File: config.mk
export PLATFORM = sky130hd
export DESIGN_NAME = mac_array_ctrl_flat
export DESIGN_NICKNAME = d
export VERILOG_FILES = /design/src/rtl/mac_array_ctrl_if.sv /design/src/rtl/mac_array_ctrl.sv /design/src/flat_wrapper.sv
export SDC_FILE = /design/constraint.sdc
export NUM_CORES = 1
export LEC_CHECK = 0
export ABC_AREA = 0
export CAP_MARGIN = 5
export CORE_MARGIN = 1
export CORE_UTILIZATION = 26
export DETAILED_ROUTE_END_ITERATION = 7
export PLACE_DENSITY = 0.54
export SETUP_SLACK_MARGIN = 0.05
export SKIP_LAST_GASP = 1
export SLEW_MARGIN = 20
export SYNTH_ARGS = -nofsm -noshare
export SYNTH_HDL_FRONTEND = slang
export SYNTH_SLANG_ARGS = --single-unit
File: constraint.sdc
create_clock -name clk -period 3.95 [get_ports clk]
set_clock_uncertainty 0.15 [all_clocks]
set_input_delay 0.5925 -clock clk [delete_from_list [all_inputs] [get_ports clk]]
set_output_delay 0.5925 -clock clk [all_outputs]
set_load 0.01 [all_outputs]
File: src/rtl/mac_array_ctrl_if.sv
// rtl/mac_array_ctrl_if.sv - command, operand-buffer and mac_array signals of mac_array_ctrl
// The slave modport is the sequencer's view; the master modport is its environment.
interface mac_array_ctrl_if #(
  parameter int bw      = 4,
  parameter int psum_bw = 16,
  parameter int row     = 8,
  parameter int col     = 8,
  parameter int addr_w  = 11,
  parameter int len_w   = 8
) ();
  logic                   start;
  logic                   mode;
  logic [len_w-1:0]       len;
  logic [addr_w-1:0]      w_base;
  logic [addr_w-1:0]      x_base;
  logic                   rd_en;
  logic [addr_w-1:0]      rd_addr;
  logic [bw*row-1:0]      rd_data;
  logic [2:0]             inst_w;
  logic [bw*row-1:0]      in_w;
  logic [psum_bw*col-1:0] in_n;
  logic [col-1:0]         valid;
  logic                   busy;
  logic                   done;
  logic                   err;

  modport master (
    output start, mode, len, w_base, x_base, rd_data, valid,
    input  rd_en, rd_addr, inst_w, in_w, in_n, busy, done, err
  );

  modport slave (
    input  start, mode, len, w_base, x_base, rd_data, valid,
    output rd_en, rd_addr, inst_w, in_w, in_n, busy, done, err
  );
endinterface

File: src/rtl/mac_array_ctrl.sv
// rtl/mac_array_ctrl.sv - kernel-load / execute / drain sequencer for one mac_array tile
// Stage instructions are registered once so inst_w lines up with the synchronous-read rd_data.
module mac_array_ctrl #(
  parameter int bw      = 4,
  parameter int psum_bw = 16,
  parameter int row     = 8,
  parameter int col     = 8,
  parameter int addr_w  = 11,
  parameter int len_w   = 8
) (
  input logic          clk,
  input logic          reset,
  mac_array_ctrl_if.slave bus
);
  typedef enum logic [2:0] {
    S_IDLE, S_KLOAD, S_KFLUSH, S_EXEC, S_DRAIN, S_DONE
  } state_t;

  localparam int               TMO_W    = len_w + 2;
  localparam logic [len_w-1:0] ROW_LAST = len_w'(row - 1);
  localparam logic [len_w-1:0] COL_LAST = len_w'(col - 1);
  // Last DRAIN cycle index before the timeout fires is row+col+len+7.
  localparam logic [TMO_W-1:0] TMO_BASE = TMO_W'(row + col + 7);

  state_t              r_state;
  state_t              w_next;
  logic                r_mode;
  logic [len_w-1:0]    r_len;
  logic [addr_w-1:0]   r_w_base;
  logic [addr_w-1:0]   r_x_base;
  logic [len_w-1:0]    r_idx;
  logic [len_w:0]      r_vcnt;
  logic [TMO_W-1:0]    r_tcnt;
  logic [2:0]          r_inst;
  logic                r_err;

  logic                w_accept;
  logic                w_vdone;
  logic                w_tmo;
  logic [len_w-1:0]    w_len_last;
  logic                w_rd_en;
  logic [addr_w-1:0]   w_rd_addr;
  logic [2:0]          w_stage;
  logic                w_busy;
  logic                w_done;
  logic [bw*row-1:0]   w_in_w;
  logic [psum_bw*col-1:0] w_in_n;
  logic                w_unused_valid;

  assign w_accept   = (r_state == S_IDLE) && bus.start;
  assign w_vdone    = (r_vcnt == {1'b0, r_len});
  assign w_tmo      = (r_tcnt == (TMO_BASE + TMO_W'(r_len)));
  assign w_len_last = r_len - len_w'(1);

  always_ff @(posedge clk or negedge reset) begin
    if (!reset) begin
      r_state <= S_IDLE;
    end else begin
      r_state <= w_next;
    end
  end

  always_comb begin
    w_next = r_state;
    case (r_state)
      S_IDLE:   if (bus.start) w_next = S_KLOAD;
      S_KLOAD:  if (r_idx == ROW_LAST) w_next = S_KFLUSH;
      S_KFLUSH: if (r_idx == COL_LAST) w_next = (r_len != '0) ? S_EXEC : S_DONE;
      S_EXEC:   if (r_idx == w_len_last) w_next = S_DRAIN;
      S_DRAIN:  if (w_vdone || w_tmo) w_next = S_DONE;
      S_DONE:   w_next = S_IDLE;
      default:  w_next = S_IDLE;
    endcase
  end

  always_comb begin
    w_rd_en   = 1'b0;
    w_rd_addr = '0;
    w_stage   = 3'b000;
    w_busy    = 1'b0;
    w_done    = 1'b0;
    case (r_state)
      S_KLOAD: begin
        w_rd_en   = 1'b1;
        w_rd_addr = r_w_base + addr_w'(r_idx);
        w_stage   = {r_mode, 2'b01};
        w_busy    = 1'b1;
      end
      S_KFLUSH: begin
        w_stage = {r_mode, 2'b00};
        w_busy  = 1'b1;
      end
      S_EXEC: begin
        w_rd_en   = 1'b1;
        w_rd_addr = r_x_base + addr_w'(r_idx);
        w_stage   = {r_mode, 2'b10};
        w_busy    = 1'b1;
      end
      S_DRAIN: begin
        w_stage = {r_mode, 2'b00};
        w_busy  = 1'b1;
      end
      S_DONE: begin
        w_stage = {r_mode, 2'b00};
        w_busy  = 1'b1;
        w_done  = 1'b1;
      end
      default: ;
    endcase
  end

  always_ff @(posedge clk or negedge reset) begin
    if (!reset) begin
      r_mode   <= 1'b0;
      r_len    <= '0;
      r_w_base <= '0;
      r_x_base <= '0;
      r_idx    <= '0;
      r_vcnt   <= '0;
      r_tcnt   <= '0;
      r_inst   <= 3'b000;
      r_err    <= 1'b0;
    end else begin
      r_inst <= w_stage;
      r_idx  <= (w_next != r_state) ? '0 : r_idx + len_w'(1);
      if (w_accept) begin
        r_mode   <= bus.mode;
        r_len    <= bus.len;
        r_w_base <= bus.w_base;
        r_x_base <= bus.x_base;
        r_err    <= 1'b0;
      end else if (r_state == S_DRAIN && !w_vdone && w_tmo) begin
        r_err <= 1'b1;
      end
      // Saturating count: pulses beyond len never push the drain exit further.
      if (w_accept) begin
        r_vcnt <= '0;
      end else if ((r_state == S_EXEC || r_state == S_DRAIN) && bus.valid[col-1] && !w_vdone) begin
        r_vcnt <= r_vcnt + (len_w+1)'(1);
      end
      if (w_next == S_DRAIN && r_state != S_DRAIN) begin
        r_tcnt <= '0;
      end else if (r_state == S_DRAIN) begin
        r_tcnt <= r_tcnt + TMO_W'(1);
      end
    end
  end

  assign w_in_w         = (r_inst[1:0] != 2'b00) ? bus.rd_data : '0;
  assign w_in_n         = '0;
  assign w_unused_valid = ^bus.valid[col-2:0];

  assign bus.rd_en   = w_rd_en;
  assign bus.rd_addr = w_rd_addr;
  assign bus.inst_w  = r_inst;
  assign bus.in_w    = w_in_w;
  assign bus.in_n    = w_in_n;
  assign bus.busy    = w_busy;
  assign bus.done    = w_done;
  assign bus.err     = r_err;
endmodule

File: src/flat_wrapper.sv
// flat-port wrapper written by rule: the top's interface ports become plain ports
module mac_array_ctrl_flat 
#(
  parameter int bw      = 4,
  parameter int psum_bw = 16,
  parameter int row     = 8,
  parameter int col     = 8,
  parameter int addr_w  = 11,
  parameter int len_w   = 8
)
  (clk, reset, bus_start, bus_mode, bus_len, bus_w_base, bus_x_base, bus_rd_data, bus_valid, bus_rd_en, bus_rd_addr, bus_inst_w, bus_in_w, bus_in_n, bus_busy, bus_done, bus_err);
  mac_array_ctrl_if #(.bw(bw), .psum_bw(psum_bw), .row(row), .col(col), .addr_w(addr_w), .len_w(len_w)) bus_i ();
  input logic clk;
  input logic reset;
  input wire logic [$bits(bus_i.start)-1:0] bus_start;
  input wire logic [$bits(bus_i.mode)-1:0] bus_mode;
  input wire logic [$bits(bus_i.len)-1:0] bus_len;
  input wire logic [$bits(bus_i.w_base)-1:0] bus_w_base;
  input wire logic [$bits(bus_i.x_base)-1:0] bus_x_base;
  input wire logic [$bits(bus_i.rd_data)-1:0] bus_rd_data;
  input wire logic [$bits(bus_i.valid)-1:0] bus_valid;
  output wire logic [$bits(bus_i.rd_en)-1:0] bus_rd_en;
  output wire logic [$bits(bus_i.rd_addr)-1:0] bus_rd_addr;
  output wire logic [$bits(bus_i.inst_w)-1:0] bus_inst_w;
  output wire logic [$bits(bus_i.in_w)-1:0] bus_in_w;
  output wire logic [$bits(bus_i.in_n)-1:0] bus_in_n;
  output wire logic [$bits(bus_i.busy)-1:0] bus_busy;
  output wire logic [$bits(bus_i.done)-1:0] bus_done;
  output wire logic [$bits(bus_i.err)-1:0] bus_err;
  assign bus_i.start = bus_start;
  assign bus_i.mode = bus_mode;
  assign bus_i.len = bus_len;
  assign bus_i.w_base = bus_w_base;
  assign bus_i.x_base = bus_x_base;
  assign bus_i.rd_data = bus_rd_data;
  assign bus_i.valid = bus_valid;
  assign bus_rd_en = bus_i.rd_en;
  assign bus_rd_addr = bus_i.rd_addr;
  assign bus_inst_w = bus_i.inst_w;
  assign bus_in_w = bus_i.in_w;
  assign bus_in_n = bus_i.in_n;
  assign bus_busy = bus_i.busy;
  assign bus_done = bus_i.done;
  assign bus_err = bus_i.err;
  mac_array_ctrl #(.bw(bw), .psum_bw(psum_bw), .row(row), .col(col), .addr_w(addr_w), .len_w(len_w)) u_core (.clk(clk), .reset(reset), .bus(bus_i));
endmodule
==> results of run 1 <==
[synth_stat cells, types with 9 or more instances]
cell type	n	area, sq um
nor3_1	9	45.0
o21ai_0	17	85.1
mux2_2	29	327
nand3_1	13	65.1
xor2_1	30	263
nor2_1	35	131
buf_4	128	961
inv_1	15	56.3
ha_1	13	163
clkbuf_1	15	56.3
nand2_1	50	188
a21oi_1	13	65.1
nor2b_1	36	225
xnor2_1	23	201
dfrtp_1	65	1630
[cells by family (layout without fill, tap and decap cells)]
| family | Yosys count | after routing | share of synthesized area, % |
|---|---|---|---|
| AND/OR/NAND/NOR | 192 | 192 | 19.2 |
| flip-flops | 65 | 65 | 30.8 |
| multiplexers | 34 | 34 | 7.13 |
| XOR/XNOR | 53 | 53 | 8.78 |
| AO/OA/AOI/OAI | 60 | 60 | 8.85 |
| buffers and inverters | 170 | 171 | 21.8 |
| other | 1 | 128 | 0.0710 |
| adder cells (fa/ha/maj) | 14 | 14 | 3.46 |
[routing by layer]
layer	vias up	track usage [%]	wire (microns)
met3	10	1.92	466
li1	1943	-	-
met5	-	0	0
met2	143	19.0	5950
met4	0	3.77	124
met1	1828	15.1	5300
[power by group]
group / switching (uW) / internal (uW) / total (uW)
combinational: 1360 / 1340 / 2700
sequential: 287 / 901 / 1190
clock: 290 / 568 / 858
total: 1940 / 2810 / 4750
[stage by stage]
step	utilization [%]	power, uW
6_report	34.0	4750
5_1_grt	34.0	5150
4_1_cts	33.7	4720
3_5_place_dp	32.0	3840
3_3_place_gp	32.0	3830
2_1_floorplan	-	2890
[final cells by class]
cell class | instances | area [sq um] | area share (%)
clock inverters | 5 | 78.8 | 1.18
inverters | 17 | 63.8 | 0.951
repair buffers | 138 | 1310 | 19.6
multi-input cells | 481 | 3050 | 45.5
well taps | 265 | 332 | 4.94
clock buffers | 11 | 243 | 3.62
flip-flops and latches | 65 | 1630 | 24.3
[sequential cells by signal (all words and copies together) (netlist names)]
| signal | count |
|---|---|
| u_core.r_x_base | 11 |
| u_core.r_vcnt | 9 |
| u_core.r_w_base | 11 |
| u_core.r_idx | 8 |
| u_core.r_len | 8 |
| u_core.bus.err | 1 |
| u_core.r_mode | 1 |
| u_core.bus.inst_w | 3 |
| u_core.r_tcnt | 10 |
| u_core.r_state | 3 |
[critical path: cells and delay by family, from the launching register on]
family / cells / cell delay (ns)
adder cells (fa/ha/maj): 1 / 0.29
flip-flops: 1 / 0.40
buffers and inverters: 6 / 1.09
AND/OR/NAND/NOR: 6 / 0.65
AO/OA/AOI/OAI: 2 / 0.24
[how the worst max path moves through the flow]
stage | startpoint | slack (ns) | to | depth (start not counted)
global route | u_core.r_state[0] | 0.05 | bus_rd_addr[8] | 15
CTS | u_core.r_state[2] | -0.04 | bus_rd_addr[10] | 17
global placement | u_core.r_state[2] | -0.09 | bus_rd_addr[10] | 17
floorplan | u_core.r_state[2] | 0.16 | bus_rd_addr[10] | 18
finish | u_core.r_state[0] | 0.20 | bus_rd_addr[4] | 15
detailed placement | u_core.r_state[2] | -0.11 | bus_rd_addr[10] | 17
[timing repair]
| item | 4_1_cts | 5_1_grt |
|---|---|---|
| gates resized for setup | 11 | 13 |
| setup endpoints to repair | 7 | 6 |
| buffers inserted | 1 | 3 |
| pin swaps | 1 | 6 |
| gates cloned | 0 | 0 |
==> out/results.txt, run 1 <==
Outcome: complete, no violations
Clk Latency, worst-skew pair: 0.33 ns
Final min period: 3.75 ns
Buffers on Ports: 116
Most frequent cells in the layout: conb_1, clkdlybuf4s50_1, dfrtp_1
RR Startpoint: u_core.r_len[0]
Post-synthesis instance area: 5290 sq um
Post-place setup slack: -0.110 ns
Global route overflow: 0
Layout Cells excl Fill: 982
Pwr Density: 708 nW/um^2
Syn Inst Count: 589
Library cells used by synthesis: 62
Asr flop ratio synth: 100%
Kind of critical path: flop to output port
Total iterations of the first detailed-routing run: 4
Vias in the first global route: 3534
CP max stage cell: clkdlybuf4s50_1
Final worst slack: 0.205 ns
Critical path required time: 3.21 ns
Maxcap violations: 0
Initial antenna violation count: 0
Crit. End Element: output port
# IOs: 252
Fillcell total: 2048
Syn Area/Cell: 8.97 sq um
Ys flop type: dfrtp_1
CP arrival: 3.00 ns
Std-Cell Rows: 51
Vias per inst: 4.00
Worst R2R Path Depth: 9
Clock Tree Buf Depth: 2
Drt total wl: 11800 microns
Critical path's largest stage delay: 0.59 ns
Chip Width: 145 microns
Reg2Reg Capture Point: u_core.r_idx[5]
Highest clock rate: 267 MHz
CTS sink cnt: 65
DRC errors left: 0
Pin count of the biggest net entering global routing: 48
Tcrit/Tclk final: 94.8%
Worst Hold Class: input pin to asynchronous set/reset pin
Reg clk slew, reported paths: 0.05 ns
Die H: 145 microns
Max-slew headroom at the worst pin: 57.9%
Commonest non-fill, non-tap cell in the layout: conb_1
Gr usage total: 11.5%
Sequential area share after synthesis: 30.8%
RSZ-0062 raised after global routing: true
Via count: 3924
Final Setup Violations: 0
Post-synth EDFFs: 0
Initial DRC count: 153
WHS: 0.129 ns
CTS H-Tree Depth: 3
Critical-path cell list: nand2b_4 > inv_2 > nand2_2 > inv_2 > buf_4 > buf_4 > nand2_1 > nand2_1 > ha_1 > nor2b_4 > o21ai_2 > a21oi_2 > buf_4 > nor3_2 > clkdlybuf4s50_1
Final instance area: 6710 sq um
Fraction of layout cells with a size suffix above 1: 14.9%
Post-route setup TNS: 0 ns
CTS tree: done
Hold buffer count at cts: 0
Worst path most repeated cell: buf_4
Global-route wire length before repair: 18600 microns
Syn-to-layout area delta: 26.9%
Routability cong.: 0.813
Final count of hold timing violations: 0
Post-Place Cells: 962
P_leak: 0.00300 uW
Seq cells post-synth: 65
Num CTS Buffers: 9
# nets final: 800
Initial Util: 26.8%
Type of origin of the critical path: flop
Final ANT Viol Nets: 0
Detail Placement HPWL: 9210 microns
Area after DPL: 6310 sq um
Critical path peak fanout: 4
R2R setup slack: 1.04 ns
# diodes: 0
Core box area: 19700 sq um
Pins over their slew limit: 0
Routed len/inst: 12.1 microns
Ys Warns: 0
Die area: 20900 sq um
Root buffer cell: clkbuf_16
Max VDD drop: 0.542 mV
Worst Tran Pin Value: 0.632 ns
(Power assumes the default switching activity.)
==> run 2: changes to the inputs <==
CORE_ASPECT_RATIO = 0.7   (was not set)
==> run 2 against run 1 <==
  * Die area about the same
  * Critical path depth decreased by 1
  * Sequential cell count unchanged
  * Highest routed layer unchanged
  * Register-to-register slack got worse by 0.09 ns
  * Global-route usage increased by 0.35 points
  * Core utilization decreased by 0.45 points
  * Design area decreased by 0.63%
  * Power decreased by 1.6%
  * Sequential power about the same
  * Clock power decreased by 2.9%
==> out/results.txt, run 2 (synthesized netlist as in run 1, its figures left out) <==
Outcome: complete, no violations
Gr usage total: 11.8% (+0.35 points)
R2R setup slack: 0.95 ns (-0.09 ns)
Most used routing layer: met1
Buffers on Ports: 116 (unchanged)
Final Setup Violations: 0 (unchanged)
Kind of critical path: flop to output port
Clock Tree Buf Depth: 2 (unchanged)
Core box area: 19900 sq um (+0.69%)
Commonest non-fill, non-tap cell in the layout: conb_1
RSZ-0062 raised after global routing: false
Maxcap violations: 0 (unchanged)
# diodes: 0 (unchanged)
Max VDD drop: 0.399 mV (-26%)
Final count of hold timing violations: 0 (unchanged)
Most frequent cells in the layout: conb_1, clkdlybuf4s50_1, dfrtp_1
Hold buffer count at cts: 0 (unchanged)
Initial Util: 26.6% (-0.18 points)
# nets final: 793 (-0.88%)
Pwr Density: 701 nW/um^2 (-1.0%)
Critical path required time: 3.21 ns (about the same)
Setup bufs post-CTS: 0 (-1)
Std-Cell Rows: 43 (-16%)
CP arrival: 2.93 ns (-0.07 ns)
Initial DRC count: 196 (+28%)
Final worst slack: 0.278 ns (+0.0736 ns)
Routability cong.: 0.778 (-4.3%)
Die H: 121 microns (-16%)
Worst Hold Class: input pin to asynchronous set/reset pin
CP max stage cell: clkdlybuf4s50_1
Critical path peak fanout: 8 (+4)
M1 GR Usage: 18.2% (+3.1 points)
Global route overflow: 0 (unchanged)
Initial antenna violation count: 0 (unchanged)
Met3 Resource Use GR: 2.71% (+0.79 points)
Highest clock rate: 272 MHz (+2.0%)
P_leak: 0.00295 uW (-1.6%)
Final min period: 3.67 ns (-0.0736 ns)
Critical path's largest stage delay: 0.54 ns (-0.05 ns)
Global-route wire length before repair: 19200 microns (+3.2%)
GRT met2 Usage: 16.3% (-2.7 points)
Area after DPL: 6310 sq um (about the same)
CTS tree: done
Drt total wl: 12300 microns (+3.6%)
Detail Placement HPWL: 9540 microns (+3.6%)
Max-slew headroom at the worst pin: 44.1% (-14 points)
Critical-path cell list: nand2b_4 > inv_2 > nand2_2 > buf_6 > nand2_1 > nand2_1 > ha_1 > a21o_1 > a21o_1 > a21oi_2 > o21bai_1 > xnor2_1 > nor2_1 > clkdlybuf4s50_1
WHS: 0.184 ns (+0.0554 ns)
Clk Latency, worst-skew pair: 0.33 ns (about the same)
Syn-to-layout area delta: 26.1%
Final instance area: 6660 sq um (-0.63%)
Regs by FF count: u_core.r_w_base (11), u_core.r_x_base (11), u_core.r_tcnt (10)
Chip Width: 172 microns (+19%)
Reg clk slew, reported paths: 0.06 ns (about the same)
Root buffer cell: clkbuf_16
DRC errors left: 0 (unchanged)
Die area: 20900 sq um (about the same)
Post-layout util: 33.6% (-0.45 points)
# IOs: 252 (unchanged)
Tcrit/Tclk final: 92.9% (-1.9 points)
Worst Tran Pin Value: 0.838 ns (+0.206 ns)
Post-place setup slack: 0.0210 ns (+0.131 ns)
Num CTS Buffers: 9 (unchanged)
Vias in the first global route: 3552 (+0.51%)
Routed len/inst: 12.5 microns (+3.8%)
Pins over their slew limit: 0 (unchanged)
CTS sink cnt: 65 (unchanged)
Final ANT Viol Nets: 0 (unchanged)
Via count: 3873 (-1.3%)
Total iterations of the first detailed-routing run: 4 (unchanged)
Type of origin of the critical path: flop
Crit. End Element: output port
Fraction of layout cells with a size suffix above 1: 14.1% (-0.84 points)
Vias per inst: 3.95 (-1.1%)
CTS H-Tree Depth: 3 (unchanged)
Pin count of the biggest net entering global routing: 38 (-21%)
[run 2: layout make-up]
type / instances / area (sq um)
Multi-Input combinational cell: 481 / 3040
Tap cell: 270 / 338
Clock inverter: 5 / 63.8
Sequential cell: 65 / 1630
Timing Repair Buffer: 131 / 1270
Inverter: 17 / 63.8
Clock buffer: 11 / 253
Fill cell: 2094 / 13200
[run 2: per-layer routing]
metal	up-vias	part of all wire, %	routed length (microns)
met5	-	0	0
met4	0	0.68	84
met3	10	4.9	600
met2	121	43	5230
met1	1812	52	6360
li1	1930	-	-
[run 2: power by group]
group          total, uW  internal [uW]  switching (uW)
Sequential          1200            901             300
Combinational       2640           1290            1350
Clock                833            526             307
Total               4670           2720            1950
[run 2: worst paths after layout]
path,from,endpoint,depth (start not counted)
setup / recovery,u_core.r_state[2],bus_rd_addr[5],14
hold / removal,reset,u_core.r_vcnt[3],1
setup reg to reg,u_core.r_len[0],u_core.r_idx[4],9
hold reg to reg,u_core.r_mode,u_core.bus.inst_w[2],1
max in group asynchronous,reset,u_core.r_idx[2],2
min in group clk,u_core.r_mode,u_core.bus.inst_w[2],1
[run 2: repair_timing]
action | CTS | global route
pin swaps | 3 | 4
endpoints found under the setup margin | 5 | 7
resized for setup | 10 | 13
[run 2: stage by stage]
step            TNS, ns  instances  total power, uW
5_1_grt               0        980             5030
4_1_cts        -0.00138        980             4660
3_5_place_dp          0        964             3810
3_3_place_gp          0        964             3790
6_report              0        980             4670
2_1_floorplan         0        716             2890
[run 2: worst max-delay path: cells and delay by family, from the launching register on]
| kind | cells | cell delay [ns] |
|---|---|---|
| buf+inv | 3 | 0.75 |
| compound gates | 4 | 0.65 |
| simple gates | 5 | 0.44 |
| flops | 1 | 0.37 |
| fa+ha+maj | 1 | 0.27 |
| xor+xnor | 1 | 0.13 |
==> run 3: changes to the inputs <==
ABC_AREA = 1   (was 0)
HOLD_SLACK_MARGIN = 0.05   (was not set)
==> run 3 against run 2 <==
  * First-iteration DRC count is 60% higher
  * Design area is 2.0% higher
  * Worst setup slack worse by 0.17 ns
  * Sequential cell count stayed put
  * Wire length is 11% higher
  * Die area is 1.6% higher
  * Sequential share of layout area is 0.47 points lower
  * Critical endpoint is now bus_rd_addr[9]
==> out/results.txt, run 3 <==
Root buffer cell: clkbuf_16
Final min period: 3.84 ns (+0.173 ns)
Clock Tree Buf Depth: 2 (unchanged)
Num CTS Buffers: 9 (unchanged)
Vias in the first global route: 3971 (+12%)
CP arrival: 3.10 ns (+0.17 ns)
Fillcell total: 2176 (+3.9%)
Yosys top cell by area: dfrtp_1
Library cells used by synthesis: 39 (-37%)
Global-route wire length before repair: 20900 microns (+9.2%)
Synth area leaders: dfrtp_1, buf_4, nand2_1
Seq cells post-synth: 65 (unchanged)
CTS sink cnt: 65 (unchanged)
Worst Hold Class: input pin to asynchronous set/reset pin
Most frequent cells in the layout: nand2_1, conb_1, clkdlybuf4s50_1
Post-synthesis instance area: 5370 sq um (+1.7%)
Max VDD drop: 0.213 mV (-47%)
Crit. End Element: output port
CTS H-Tree Depth: 3 (unchanged)
Critical path peak fanout: 5 (-3)
Worst Setup SP: u_core.r_state[2]
RSZ-0062 raised after global routing: true
Post-Synth Adder-Cell Area: 3.40% (-0.056 points)
Via count: 4637 (+20%)
Maxcap violations: 0 (unchanged)
Sequential area share after synthesis: 30.3% (-0.50 points)
Final ANT Viol Nets: 0 (unchanged)
Type of origin of the critical path: flop
Post-synthesis simple-gate area fraction: 30.8% (+12 points)
Pins over their slew limit: 0 (unchanged)
Highest clock rate: 260 MHz (-4.5%)
Sequential Area: 1630 sq um (unchanged)
Synth Area in XOR/XNOR: 1.79% (-7.0 points)
Fraction of layout cells with a size suffix above 1: 10.3% (-3.7 points)
Worst Tran Pin Value: 0.744 ns (-0.0944 ns)
Hold buffer count at cts: 0 (unchanged)
Critical path's largest stage delay: 0.54 ns (about the same)
Initial DRC count: 313 (+60%)
Synth top area share: 30.3% (-0.50 points)
Area after DPL: 6430 sq um (+1.9%)
Layout Cells excl Fill: 1179 (+20%)
Initial Util: 26.8% (+0.22 points)
CP max stage cell: clkdlybuf4s50_1
Tcrit/Tclk final: 97.3% (+4.4 points)
Routed len/inst: 11.5 microns (-8.0%)
Pin count of the biggest net entering global routing: 35 (-7.9%)
Final Setup Violations: 0 (unchanged)
CTS tree: done
Reg clk slew, reported paths: 0.06 ns (about the same)
Critical-path cell list: nor2_2 > inv_2 > nor2_8 > clkinvlp_4 > buf_4 > nand2_1 > nand2_1 > ha_1 > buf_4 > nand4_1 > o221ai_2 > nand2_1 > nand2_1 > a21oi_1 > nor2_1 > clkdlybuf4s50_1
Syn Area/Cell: 6.91 sq um (-23%)
Synth top cells by count: nand2_1, buf_4, inv_1
Post-synth EDFFs: 0 (unchanged)
Outcome: complete, no violations
Initial antenna violation count: 0 (unchanged)
# IOs: 252 (unchanged)
Clk Latency, worst-skew pair: 0.34 ns (about the same)
Total iterations of the first detailed-routing run: 4 (unchanged)
Drt total wl: 13600 microns (+11%)
WHS: 0.170 ns (-0.0140 ns)
Asr flop ratio synth: 100% (unchanged)
Std-Cell Rows: 43 (unchanged)
Detail Placement HPWL: 11000 microns (+15%)
Mux contribution to synthesized area: 0.559% (-6.6 points)
Ys flop type: dfrtp_1
Final instance area: 6800 sq um (+2.0%)
Area of the multi-input gates: 2860 sq um (-6.1%)
Final count of hold timing violations: 0 (unchanged)
Commonest non-fill, non-tap cell in the layout: nand2_1
Worst path most repeated cell: nand2_1
RR Startpoint: u_core.r_len[0]
Gr usage total: 12.6% (+0.81 points)
Pwr Density: 283 nW/um^2 (-60%)
Most numerous cell in the Yosys netlist: nand2_1
Syn-to-layout area delta: 26.5%
DRC errors left: 0 (unchanged)
Largest family of logic cells by synthesized area: simple AND/OR/NAND/NOR gates
Chip Width: 174 microns (+0.82%)
Critical path required time: 3.21 ns (about the same)
Die H: 122 microns (+0.81%)
Vias per inst: 3.93 (-0.48%)
Kind of critical path: flop to output port
# nets final: 992 (+25%)
Routability cong.: 0.831 (+6.9%)
Core box area: 20000 sq um (+0.81%)
# diodes: 0 (unchanged)
Ys Warns: 0 (unchanged)
P_leak: 0.00366 uW (+24%)
Die area: 21300 sq um (+1.6%)
Syn Inst Count: 777 (+32%)
Global route overflow: 0 (unchanged)
Post-Place Cells: 1162 (+21%)
Buffers on Ports: 116 (unchanged)
Max-slew headroom at the worst pin: 50.4% (+6.4 points)
Compound-cell area share of the yosys netlist: 6.94% (-1.9 points)
Regs by FF count: u_core.r_w_base (11), u_core.r_x_base (11), u_core.r_tcnt (10)
run 3: layout make-up:
cell class                      instances  area share (%)
Clock inverter                          5           0.921
Tap cell                              270            4.97
Multi-Input combinational cell        594            42.1
Clock buffer                           11            3.72
Sequential cell                        65            23.9
Inverter                              104            5.80
Timing Repair Buffer                  130            18.6
run 3: where the power goes:
part / internal (uW) / leakage, uW / switching, uW / total [uW]
combinational: 144 / 0.00270 / 185 / 329
sequential: 709 / 0.000817 / 45.9 / 755
clock: 526 / 0.000148 / 311 / 837
run 3: stage by stage:
step / setup WS (ns) / total power (uW) / TNS, ns / utilization, %
6_report: 0.106 / 1920 / 0 / 34.0
3_5_place_dp: 0.0319 / 1090 / 0 / 32.1
4_1_cts: 0.0621 / 1930 / 0 / 33.8
5_1_grt: -0.167 / 2010 / -0.167 / 34.0
2_1_floorplan: 0.555 / 1040 / 0 / -
3_3_place_gp: 0.0678 / 1090 / 0 / 32.1
run 3: routing by layer:
metal | vias up | share of wire, % | global-route usage, % | wire (microns)
met3 | 10 | 5.7 | 3.22 | 773
met2 | 158 | 42 | 18.1 | 5710
met5 | - | 0 | 0 | 0
met4 | 0 | 0.68 | 2.47 | 93
met1 | 2068 | 52 | 18.9 | 7010
li1 | 2401 | - | - | -
run 3: worst max-delay path, delay by kind of cell (launching register included):
kind | cells | cell delay [ns]
AO/OA/AOI/OAI | 2 | 0.28
AND/OR/NAND/NOR | 8 | 0.73
flip-flops | 1 | 0.39
buffers and inverters | 5 | 1.07
adder cells (fa/ha/maj) | 1 | 0.31
run 3: path summary, 6_finish.rpt:
check	to	slack, ns	cells after the start
worst max register to register	u_core.r_tcnt[6]	1.21	12
max in group asynchronous	u_core.bus.inst_w[0]	2.56	2
worst max-delay path	bus_rd_addr[9]	0.11	16
worst min-delay path	u_core.r_x_base[9]	0.17	1
worst min register to register	u_core.r_w_base[10]	0.32	2
min in group clk	u_core.r_w_base[10]	0.32	2
run 3: what timing repair did:
item | CTS | global route
setup endpoints to repair | 4 | 8
pin swaps | 0 | 4
buffers inserted | 0 | 1
gates resized for setup | 7 | 18
run 3: cell families after synthesis:
group	count (synthesis)
AND/OR/NAND/NOR	369
buffers and inverters	245
AO/OA/AOI/OAI	69
flip-flops	65
adder cells (fa/ha/maj)	14
XOR/XNOR	11
multiplexers	3
other	1
